### src/rtl/ifetch_byte_seq_pkg.sv
// ----------------------------------------------------------------------------
// ifetch_pkg : shared types and constants for the byte-serial fetch sequencer
// Revision   : 1.0
// ----------------------------------------------------------------------------
`default_nettype none

package ifetch_pkg;

    typedef enum logic [1:0] {
        IDLE  = 2'd0,
        FETCH = 2'd1,
        VALID = 2'd2
    } fetch_state_e;

    localparam int BYTES_PER_INSTR = 4;
    localparam int INSTR_W         = 32;
    localparam int CNT_W           = 3;

endpackage

`default_nettype wire

### src/rtl/ifetch_byte_seq_if.sv
// ----------------------------------------------------------------------------
// ifetch_byte_seq_if : fetch-to-decode instruction handshake (valid/ready)
// Revision           : 1.0
// ----------------------------------------------------------------------------
`default_nettype none

interface ifetch_byte_seq_if
    import ifetch_pkg::*;
#(
    parameter int PC_W = 32
);

    logic               instr_valid;
    logic               instr_ready;
    logic [INSTR_W-1:0] instr_data;
    logic [PC_W-1:0]    instr_pc;

    modport master (
        output instr_valid,
        output instr_data,
        output instr_pc,
        input  instr_ready
    );

    modport slave (
        input  instr_valid,
        input  instr_data,
        input  instr_pc,
        output instr_ready
    );

endinterface

`default_nettype wire

### src/rtl/ifetch_byte_seq.sv
// ----------------------------------------------------------------------------
// ifetch_byte_seq : four byte reads per instruction, packed little-endian
// Revision        : 1.0
// ----------------------------------------------------------------------------
`default_nettype none

module ifetch_byte_seq
    import ifetch_pkg::*;
#(
    parameter int              ADDR_W   = 4,
    parameter int              DATA_W   = 8,
    parameter int              PC_W     = 32,
    parameter logic [PC_W-1:0] RESET_PC = '0
) (
    input  wire logic              clk,
    input  wire logic              rst_n,
    input  wire logic              en_i,
    input  wire logic              redirect_valid_i,
    input  wire logic [PC_W-1:0]   redirect_pc_i,
    output      logic [ADDR_W-1:0] mem_addr_o,
    output      logic              mem_we_o,
    input  wire logic [DATA_W-1:0] mem_rdata_i,
    ifetch_byte_seq_if.master      instr_if
);

    fetch_state_e               state_q;
    logic [CNT_W-1:0]           cnt_q;
    logic [PC_W-1:0]            pc_q;
    logic [INSTR_W-DATA_W-1:0]  shift_q;
    logic                       instr_valid_q;
    logic [INSTR_W-1:0]         instr_data_q;
    logic [PC_W-1:0]            instr_pc_q;
    logic [1:0]                 addr_ofs;
    logic                       handshake;

    // Address is decoded from registered state only, so ready/redirect never reach it.
    always_comb begin
        addr_ofs = 2'd0;
        if (state_q == FETCH) begin
            addr_ofs = cnt_q[1:0];
        end
    end

    assign mem_addr_o = pc_q[ADDR_W-1:0] + ADDR_W'(addr_ofs);
    assign mem_we_o   = 1'b0;
    assign handshake  = instr_valid_q && instr_if.instr_ready;

    always_ff @(posedge clk or negedge rst_n) begin
        if (!rst_n) begin
            state_q       <= IDLE;
            cnt_q         <= '0;
            pc_q          <= RESET_PC;
            shift_q       <= '0;
            instr_valid_q <= 1'b0;
            instr_data_q  <= '0;
            instr_pc_q    <= '0;
        end else if (redirect_valid_i) begin
            // A coincident handshake still completes: clearing valid is all it needs.
            pc_q          <= redirect_pc_i;
            cnt_q         <= '0;
            instr_valid_q <= 1'b0;
            state_q       <= en_i ? FETCH : IDLE;
        end else begin
            case (state_q)
                IDLE: begin
                    if (en_i) begin
                        state_q <= FETCH;
                        cnt_q   <= '0;
                    end
                end
                FETCH: begin
                    if (cnt_q == CNT_W'(BYTES_PER_INSTR)) begin
                        instr_data_q  <= {mem_rdata_i, shift_q};
                        instr_pc_q    <= pc_q;
                        instr_valid_q <= 1'b1;
                        cnt_q         <= '0;
                        state_q       <= VALID;
                    end else begin
                        // Read data lags the address by a cycle; bytes shift in from the top.
                        if (cnt_q != '0) begin
                            shift_q <= {mem_rdata_i, shift_q[INSTR_W-DATA_W-1:DATA_W]};
                        end
                        cnt_q <= cnt_q + CNT_W'(1);
                    end
                end
                VALID: begin
                    if (handshake) begin
                        pc_q          <= pc_q + PC_W'(BYTES_PER_INSTR);
                        instr_valid_q <= 1'b0;
                        cnt_q         <= '0;
                        state_q       <= en_i ? FETCH : IDLE;
                    end
                end
                default: begin
                    state_q <= IDLE;
                end
            endcase
        end
    end

    assign instr_if.instr_valid = instr_valid_q;
    assign instr_if.instr_data  = instr_data_q;
    assign instr_if.instr_pc    = instr_pc_q;

endmodule

`default_nettype wire

### src/flat_wrapper.sv
// flat-port wrapper written by rule: the top's interface ports become plain ports
module ifetch_byte_seq_flat import ifetch_pkg::*;
#(
    parameter int              ADDR_W   = 4,
    parameter int              DATA_W   = 8,
    parameter int              PC_W     = 32,
    parameter logic [PC_W-1:0] RESET_PC = '0
)
  (clk, rst_n, en_i, redirect_valid_i, redirect_pc_i, mem_addr_o, mem_we_o, mem_rdata_i, instr_if_instr_valid, instr_if_instr_data, instr_if_instr_pc, instr_if_instr_ready);
  ifetch_byte_seq_if #(.PC_W(PC_W)) instr_if_i ();
  input  wire logic clk;
  input  wire logic rst_n;
  input  wire logic en_i;
  input  wire logic redirect_valid_i;
  input  wire logic [PC_W-1:0] redirect_pc_i;
  output      logic [ADDR_W-1:0] mem_addr_o;
  output      logic mem_we_o;
  input  wire logic [DATA_W-1:0] mem_rdata_i;
  output wire logic [$bits(instr_if_i.instr_valid)-1:0] instr_if_instr_valid;
  output wire logic [$bits(instr_if_i.instr_data)-1:0] instr_if_instr_data;
  output wire logic [$bits(instr_if_i.instr_pc)-1:0] instr_if_instr_pc;
  input wire logic [$bits(instr_if_i.instr_ready)-1:0] instr_if_instr_ready;
  assign instr_if_instr_valid = instr_if_i.instr_valid;
  assign instr_if_instr_data = instr_if_i.instr_data;
  assign instr_if_instr_pc = instr_if_i.instr_pc;
  assign instr_if_i.instr_ready = instr_if_instr_ready;
  ifetch_byte_seq #(.ADDR_W(ADDR_W), .DATA_W(DATA_W), .PC_W(PC_W), .RESET_PC(RESET_PC)) u_core (.clk(clk), .rst_n(rst_n), .en_i(en_i), .redirect_valid_i(redirect_valid_i), .redirect_pc_i(redirect_pc_i), .mem_addr_o(mem_addr_o), .mem_we_o(mem_we_o), .mem_rdata_i(mem_rdata_i), .instr_if(instr_if_i));
endmodule
### config.mk
export PLATFORM = sky130hd
export DESIGN_NAME = ifetch_byte_seq_flat
export DESIGN_NICKNAME = d
export VERILOG_FILES = /design/src/rtl/ifetch_byte_seq_pkg.sv /design/src/rtl/ifetch_byte_seq_if.sv /design/src/rtl/ifetch_byte_seq.sv /design/src/flat_wrapper.sv
export SDC_FILE = /design/constraint.sdc
export NUM_CORES = 1
export LEC_CHECK = 0
export CAP_MARGIN = 5
export CORE_MARGIN = 2
export CORE_UTILIZATION = 60
export CTS_CLUSTER_DIAMETER = 200
export CTS_CLUSTER_SIZE = 10
export DETAILED_ROUTE_END_ITERATION = 12
export DONT_BUFFER_PORTS = 1
export MAX_ROUTING_LAYER = met4
export PLACE_DENSITY = 0.76
export SLEW_MARGIN = 20
export SYNTH_ARGS = -nofsm -noshare
export SYNTH_HDL_FRONTEND = slang
export SYNTH_SLANG_ARGS = --single-unit
### constraint.sdc
create_clock -name clk -period 5.1 [get_ports clk]
set_clock_uncertainty 0.1 [all_clocks]
set_input_delay 1.275 -clock clk [delete_from_list [all_inputs] [get_ports clk]]
set_output_delay 1.275 -clock clk [all_outputs]
set_load 0.01 [all_outputs]
==> impl_metrics.tcl, run 1 <==
set metrics [dict create \
    yosysTopAreaCellShare 0.551 \
    fin_crit_ns 3.73 \
    viasPerCell 6.04 \
    r2r_slack_ns 2.39 \
    die_area_um2 10300 \
    ys_seq_area_frac 0.551 \
    io_pins 115 \
    track_usage 0.246 \
    ir_worst_vdd_mv 0.266 \
    dp_hpwl_um 7610 \
    outcome "completed" \
    clk_path_buf_depth 2 \
    cts_resized 0 \
    ys_async_sr_fraction 1.00 \
    vias 3722 \
    nets 530 \
    ys.flop_type "dfrtp_1" \
    route.detailed.drc 0 \
    cts_setup_buffers 0 \
    grt_max_degree 127 \
    synth.most_common_cell "dfrtp_1" \
    place.gp.congestion 0.885 \
    p_comb_frac 0.116 \
    crit_start "u_core.state_q[1]$_DFFE_PN0P_" \
    clk_pin_slew_ns 0.06 \
    yosysTopAreaCell "dfrtp_1" \
    layout-drive-gt1-share 0.255 \
    synthToLayoutAreaGrowth_pct 12.1 \
    io_buffers 0 \
    clkPwrFrac 0.427 \
    slew_headroom 0.366 \
    antenna_found_initial 0 \
    drv_cap 0 \
    syn_inst 481 \
    clk_latency_ns 0.51 \
    n_antenna_cell 0 \
    die_y_um 102 \
    avgSynthCellArea_um2 11.9 \
    power.switching_w 0.000749 \
    fmax_mhz 268 \
    drt-total-wl_um 11600 \
    synth_fp_nets 536 \
    tightest_slew_ns 0.951 \
    htree_levels 4 \
    p_int_w 0.00217 \
    ys_types 48 \
    clock-root-buffer "clkbuf_8" \
    setup_viol 0 \
    worstPathArrival_ns 2.35 \
    synth_edf_count 0 \
    die_w_um 102 \
    first_pass_iters 6 \
    numCtsBuffers 17 \
    yosys-top-cells-area "dfrtp_1 55%, mux2_2 17%, o21ai_0 2.4%, nand2_1 2.3%, or4_1 2.2%" \
    core_um2 9240 \
    finalCritPeriodShare 0.731 \
    crit_path_max_fanout 5 \
    drt-initial-drc-count 198 \
    cts_tree "yes" \
    placed_cell_area_um2 5790 \
    reg2reg_depth 6 \
    hold_violations 0 \
    rsz0062_at_grt "no" \
    antenna_left 0 \
    required_ns 3.72 \
    grt_pass1_vias 3779 \
    cts_sinks 126 \
    p_sw_frac 0.257 \
    reg2reg_from "u_core.state_q[0]$_DFFE_PN0P_" \
    final_area_um2 6410 \
    p_per_area_nw_per_um2 455 \
    start_util 0.619 \
    holdBufCountCts 0 \
    r2r-end "u_core.pc_q[19]$_DFFE_PN0P_" \
    path_class "reg2out" \
    ys_top_cells_by_count "126 x dfrtp_1, 84 x mux2_2, 35 x nand2_1, 27 x o21ai_0, 21 x nor2_1" \
    cp-start-kind "flop" \
    globalRoute.totalOverflow 0 \
    hp-class "in2async" \
    yosys_warnings 0 \
    grt_pass1_wl_um 19100 \
    power.leakage_nw 2.88 \
    ys_ff_latch 126 \
    worst_setup_path_end_kind "primary output" \
    drv_slew 0 \
    endpoint "mem_addr_o[2]" \
    syn-cell-area_um2 5720 \
    seq_power_share 0.457 \
    num_rows 35 \
    wl_per_cell_um 18.8 \
    setup_tns_ns 0 \
]
[layout by cell type, fill, tap and decap left out, types with 3 or more instances in the layout]
| master | count |
|---|---|
| dfrtp_1 | 126 |
| mux2_2 | 84 |
| nand2_1 | 35 |
| o21ai_0 | 27 |
| nor2_1 | 20 |
| or4_1 | 17 |
| inv_1 | 16 |
| clkbuf_16 | 16 |
| nand3_1 | 14 |
| a31oi_1 | 14 |
| o31ai_1 | 12 |
| xnor2_1 | 9 |
| ha_1 | 9 |
| nand4_1 | 8 |
| nor2b_1 | 5 |
| a21oi_1 | 5 |
| or3_1 | 5 |
| mux2i_1 | 4 |
| nor3_1 | 4 |
| nor4_1 | 4 |
| xor2_1 | 4 |
| bufinv_16 | 4 |
| nand2b_1 | 3 |
| clkinv_4 | 3 |
[state kept, by name, indices dropped and copies added, names as in the netlist]
name	count
u_core.cnt_q	3
u_core.instr_if.instr_data	32
u_core.instr_if.instr_pc	32
u_core.instr_if.instr_valid	1
u_core.pc_q	32
u_core.shift_q	24
u_core.state_q	2
[logic make-up (layout without fill, tap and decap cells)]
kind of cell	after synthesis	after routing	synth area share
fa+ha+maj	10	10	0.0232
mux	88	88	0.172
other cells	1	1	0.000656
buf+inv	42	48	0.0293
simple gates	131	131	0.126
compound gates	70	70	0.0766
xor+xnor	13	13	0.0199
flops	126	126	0.551
[critical path: stages (launching register included)]
cell	delay [ns]
dfrtp_1	0.41
inv_1	0.09
ha_1	0.22
inv_1	0.07
nor2_1	0.14
ha_1	0.20
inv_1	0.06
fa_1	0.37
xnor2_1	0.29
[metal layers]
metal / GRT usage / vias to the layer above / part of all wire
li1: - / 1733 / -
met1: 0.328 / 1863 / 0.45
met2: 0.376 / 113 / 0.49
met3: 0.0614 / 13 / 0.053
met4: 0.0738 / 0 / 0.011
met5: - / - / 0
[how the worst min path moves through the flow]
stage / startpoint / slack, ns / end
after CTS: rst_n / 0.35 / u_core.shift_q[2]$_DFFE_PN0P_
after global placement: u_core.shift_q[3]$_DFFE_PN0P_ / 0.39 / u_core.shift_q[3]$_DFFE_PN0P_
after floorplan: u_core.shift_q[0]$_DFFE_PN0P_ / 0.38 / u_core.shift_q[0]$_DFFE_PN0P_
after detailed placement: u_core.shift_q[1]$_DFFE_PN0P_ / 0.39 / u_core.shift_q[1]$_DFFE_PN0P_
after global routing: rst_n / 0.33 / u_core.instr_if.instr_data[9]$_DFFE_PN0P_
final: rst_n / 0.36 / u_core.pc_q[21]$_DFFE_PN0P_
[final cells by class]
| cell class | instances | area [um2] |
|---|---|---|
| clock buffers | 18 | 428 |
| inverters | 16 | 60.1 |
| well taps | 129 | 161 |
| flip-flops and latches | 126 | 3150 |
| multi-input cells | 313 | 2410 |
| fillers | 682 | 2830 |
| repair buffers | 1 | 7.51 |
| clock inverters | 13 | 189 |
[through the flow]
step | power (W) | setup WS, ns | hold WS [ns] | utilization | std cells
after floorplan | 0.00159 | 2.09 | 0.377 | - | 481
after global placement | 0.00165 | 2.01 | 0.387 | 0.627 | 585
after detailed placement | 0.00169 | 1.91 | 0.393 | 0.627 | 585
after CTS | 0.00294 | 1.37 | 0.346 | 0.694 | 616
after global routing | 0.00305 | 1.21 | 0.333 | 0.694 | 616
final | 0.00292 | 1.37 | 0.359 | 0.694 | 616
[power groups by stage]
stage / Clock, W / Sequential (W) / Combinational [W]
2_1_floorplan: 0 / 0.00130 / 0.000291
3_3_place_gp: 0 / 0.00134 / 0.000318
3_5_place_dp: 0 / 0.00135 / 0.000338
4_1_cts: 0.00126 / 0.00133 / 0.000343
5_1_grt: 0.00131 / 0.00136 / 0.000381
6_report: 0.00125 / 0.00133 / 0.000339
Power figures use the tool's default switching activity.
==> run 2: changes to the inputs <==
==> constraint.sdc (replaced) <==
create_clock -name clk -period 3.9 [get_ports clk]
set_clock_uncertainty 0.1 [all_clocks]
set_input_delay 0.975 -clock clk [delete_from_list [all_inputs] [get_ports clk]]
set_output_delay 0.975 -clock clk [all_outputs]
set_load 0.01 [all_outputs]
==> run 2 against run 1 <==
Compared with the run above:
- critical path depth is the same
- clock-buffer cell count did not move
- core utilization shrank 0.28 points
- first-iteration DRC count up 36%
- register-to-register slack got worse by 1.2 ns
- highest routed layer unchanged
- worst hold slack worse by 0.30 ns
- sequential cell count stayed put
- combinational power increased by 31%
- setup slack worse by 0.86 ns
- clock power grew 22%
- global-route usage rose by 0.24 points
==> impl_metrics.tcl, run 2 (same netlist as run 1, synthesis figures left out) <==
set metrics [dict create \
    outcome "completed" \
    io_pins 115 \
    clk_latency_ns 0.51 \
    grt_max_degree 127 \
    clock-root-buffer "clkbuf_8" \
    p_comb_frac 0.119 \
    placed_cell_area_um2 5810 \
    antenna_left 0 \
    drt-total-wl_um 11600 \
    p_per_area_nw_per_um2 582 \
    slew_headroom 0.572 \
    track_usage 0.249 \
    utilization 0.691 \
    cp-start-kind "flop" \
    num_rows 35 \
    antenna_found_initial 0 \
    r2r_slack_ns 1.19 \
    die_y_um 102 \
    crit_cells 8 \
    met3_length_um 684 \
    drv_cap 0 \
    fillCellCount 668 \
    clkPwrFrac 0.412 \
    drt-met1-wl_um 5240 \
    drv_slew 0 \
    setup_tns_ns 0 \
    hp-class "in2async" \
    cts_sinks 126 \
    worst_setup_path_end_kind "primary output" \
    crit_start "u_core.state_q[1]$_DFFE_PN0P_" \
    cts_tree "yes" \
    core_um2 9240 \
    mostFrequentLayoutCells "126 x dfrtp_1, 84 x mux2_2, 35 x nand2_1" \
    reg2reg_from "u_core.state_q[0]$_DFFE_PN0P_" \
    top_layer "met4" \
    start_util 0.619 \
    clk_path_buf_depth 2 \
    fin_ws_ns 0.512 \
    ir_worst_vdd_mv 0.344 \
    wl_per_cell_um 18.8 \
    timing.critical_path.mode_cell "inv_1" \
    dp_hpwl_um 7630 \
    cp_cell_sequence "inv_1 > ha_1 > inv_1 > nor2_1 > ha_1 > inv_1 > fa_1 > xnor2_1" \
    layout-drive-gt1-share 0.257 \
    reg2reg_depth 6 \
    power.switching_w 0.00101 \
    clk_pin_slew_ns 0.06 \
    endpoint "mem_addr_o[2]" \
    slowest_delay_ns 0.41 \
    whs_ns 0.0561 \
    holdBufCountCts 0 \
    p_sw_frac 0.273 \
    synthToLayoutAreaGrowth_pct 11.7 \
    fin_crit_ns 3.39 \
    hold_violations 0 \
    die_w_um 102 \
    rsz0062_at_grt "no" \
    grt_pass1_vias 3762 \
    final_common_cell "dfrtp_1" \
    vias 3719 \
    cts_setup_buffers 0 \
    required_ns 2.82 \
    drt-initial-drc-count 269 \
    n_antenna_cell 0 \
    wl_met2_um 5580 \
    grt_pass1_wl_um 19300 \
    r2r-end "u_core.pc_q[19]$_DFFE_PN0P_" \
    cp_slowest_cell "dfrtp_1" \
    globalRoute.totalOverflow 0 \
    numCtsBuffers 17 \
    setup_viol 0 \
    first_pass_iters 5 \
    path_class "reg2out" \
    fmax_mhz 295 \
    crit_family "adder cells" \
    path_buf_inv 3 \
    cts_resized 0 \
    power.leakage_nw 2.87 \
    worstPathArrival_ns 2.31 \
    seq_power_share 0.469 \
    route.detailed.drc 0 \
    viasPerCell 6.01 \
    place.gp.congestion 0.889 \
    dp_slack_ns 1.04 \
    io_buffers 0 \
    htree_levels 4 \
    finalCritPeriodShare 0.869 \
    tightest_slew_ns 0.636 \
    final_area_um2 6380 \
    crit_path_max_fanout 5 \
    nets 532 \
    p_int_w 0.00270 \
    die_area_um2 10300 \
]
==> run 2: changes by cell type in the layout (fill, tap and decap cells not counted), sizes merged <==
cell / before / now
inv: 18 / 21
clkinv: 5 / 4
buf: 1 / 3
clkinvlp: 2 / 3
bufinv: 4 / 2
==> run 2: power groups by stage <==
stage | Clock [W] | Sequential, W | Combinational [W]
after global routing | 0.00163 | 0.00177 | 0.000494
final | 0.00153 | 0.00174 | 0.000443
after global placement | 0 | 0.00175 | 0.000418
after floorplan | 0 | 0.00170 | 0.000381
after CTS | 0.00156 | 0.00174 | 0.000447
after detailed placement | 0 | 0.00176 | 0.000441
==> run 2: layout make-up <==
class / instances / area [um2] / share of cell area
clock buffers: 18 / 418 / 0.0655
inverters: 16 / 60.1 / 0.00941
flip-flops and latches: 126 / 3150 / 0.494
well taps: 129 / 161 / 0.0253
clock inverters: 14 / 158 / 0.0247
multi-input cells: 313 / 2410 / 0.378
repair buffers: 3 / 22.5 / 0.00353
==> run 2: worst min path at each step <==
stage / start / endpoint / cells after the start
2_1_floorplan: u_core.shift_q[0]$_DFFE_PN0P_ / u_core.shift_q[0]$_DFFE_PN0P_ / 1
3_3_place_gp: u_core.shift_q[3]$_DFFE_PN0P_ / u_core.shift_q[3]$_DFFE_PN0P_ / 1
3_5_place_dp: u_core.shift_q[1]$_DFFE_PN0P_ / u_core.shift_q[1]$_DFFE_PN0P_ / 1
4_1_cts: rst_n / u_core.pc_q[16]$_DFFE_PN0P_ / 0
5_1_grt: rst_n / u_core.instr_if.instr_pc[15]$_DFFE_PN0P_ / 0
6_report: rst_n / u_core.instr_if.instr_pc[19]$_DFFE_PN0P_ / 0
==> run 2: per-layer routing <==
metal	vias to the layer above	track usage
met5	-	-
met4	0	0.0665
met3	7	0.0759
met2	109	0.366
met1	1861	0.337
li1	1742	-
==> run 2: stage by stage <==
stage / std cells / total power, W
floorplan: 481 / 0.00208
global placement: 587 / 0.00216
detailed placement: 587 / 0.00221
CTS: 619 / 0.00375
global route: 619 / 0.00390
finish: 619 / 0.00371
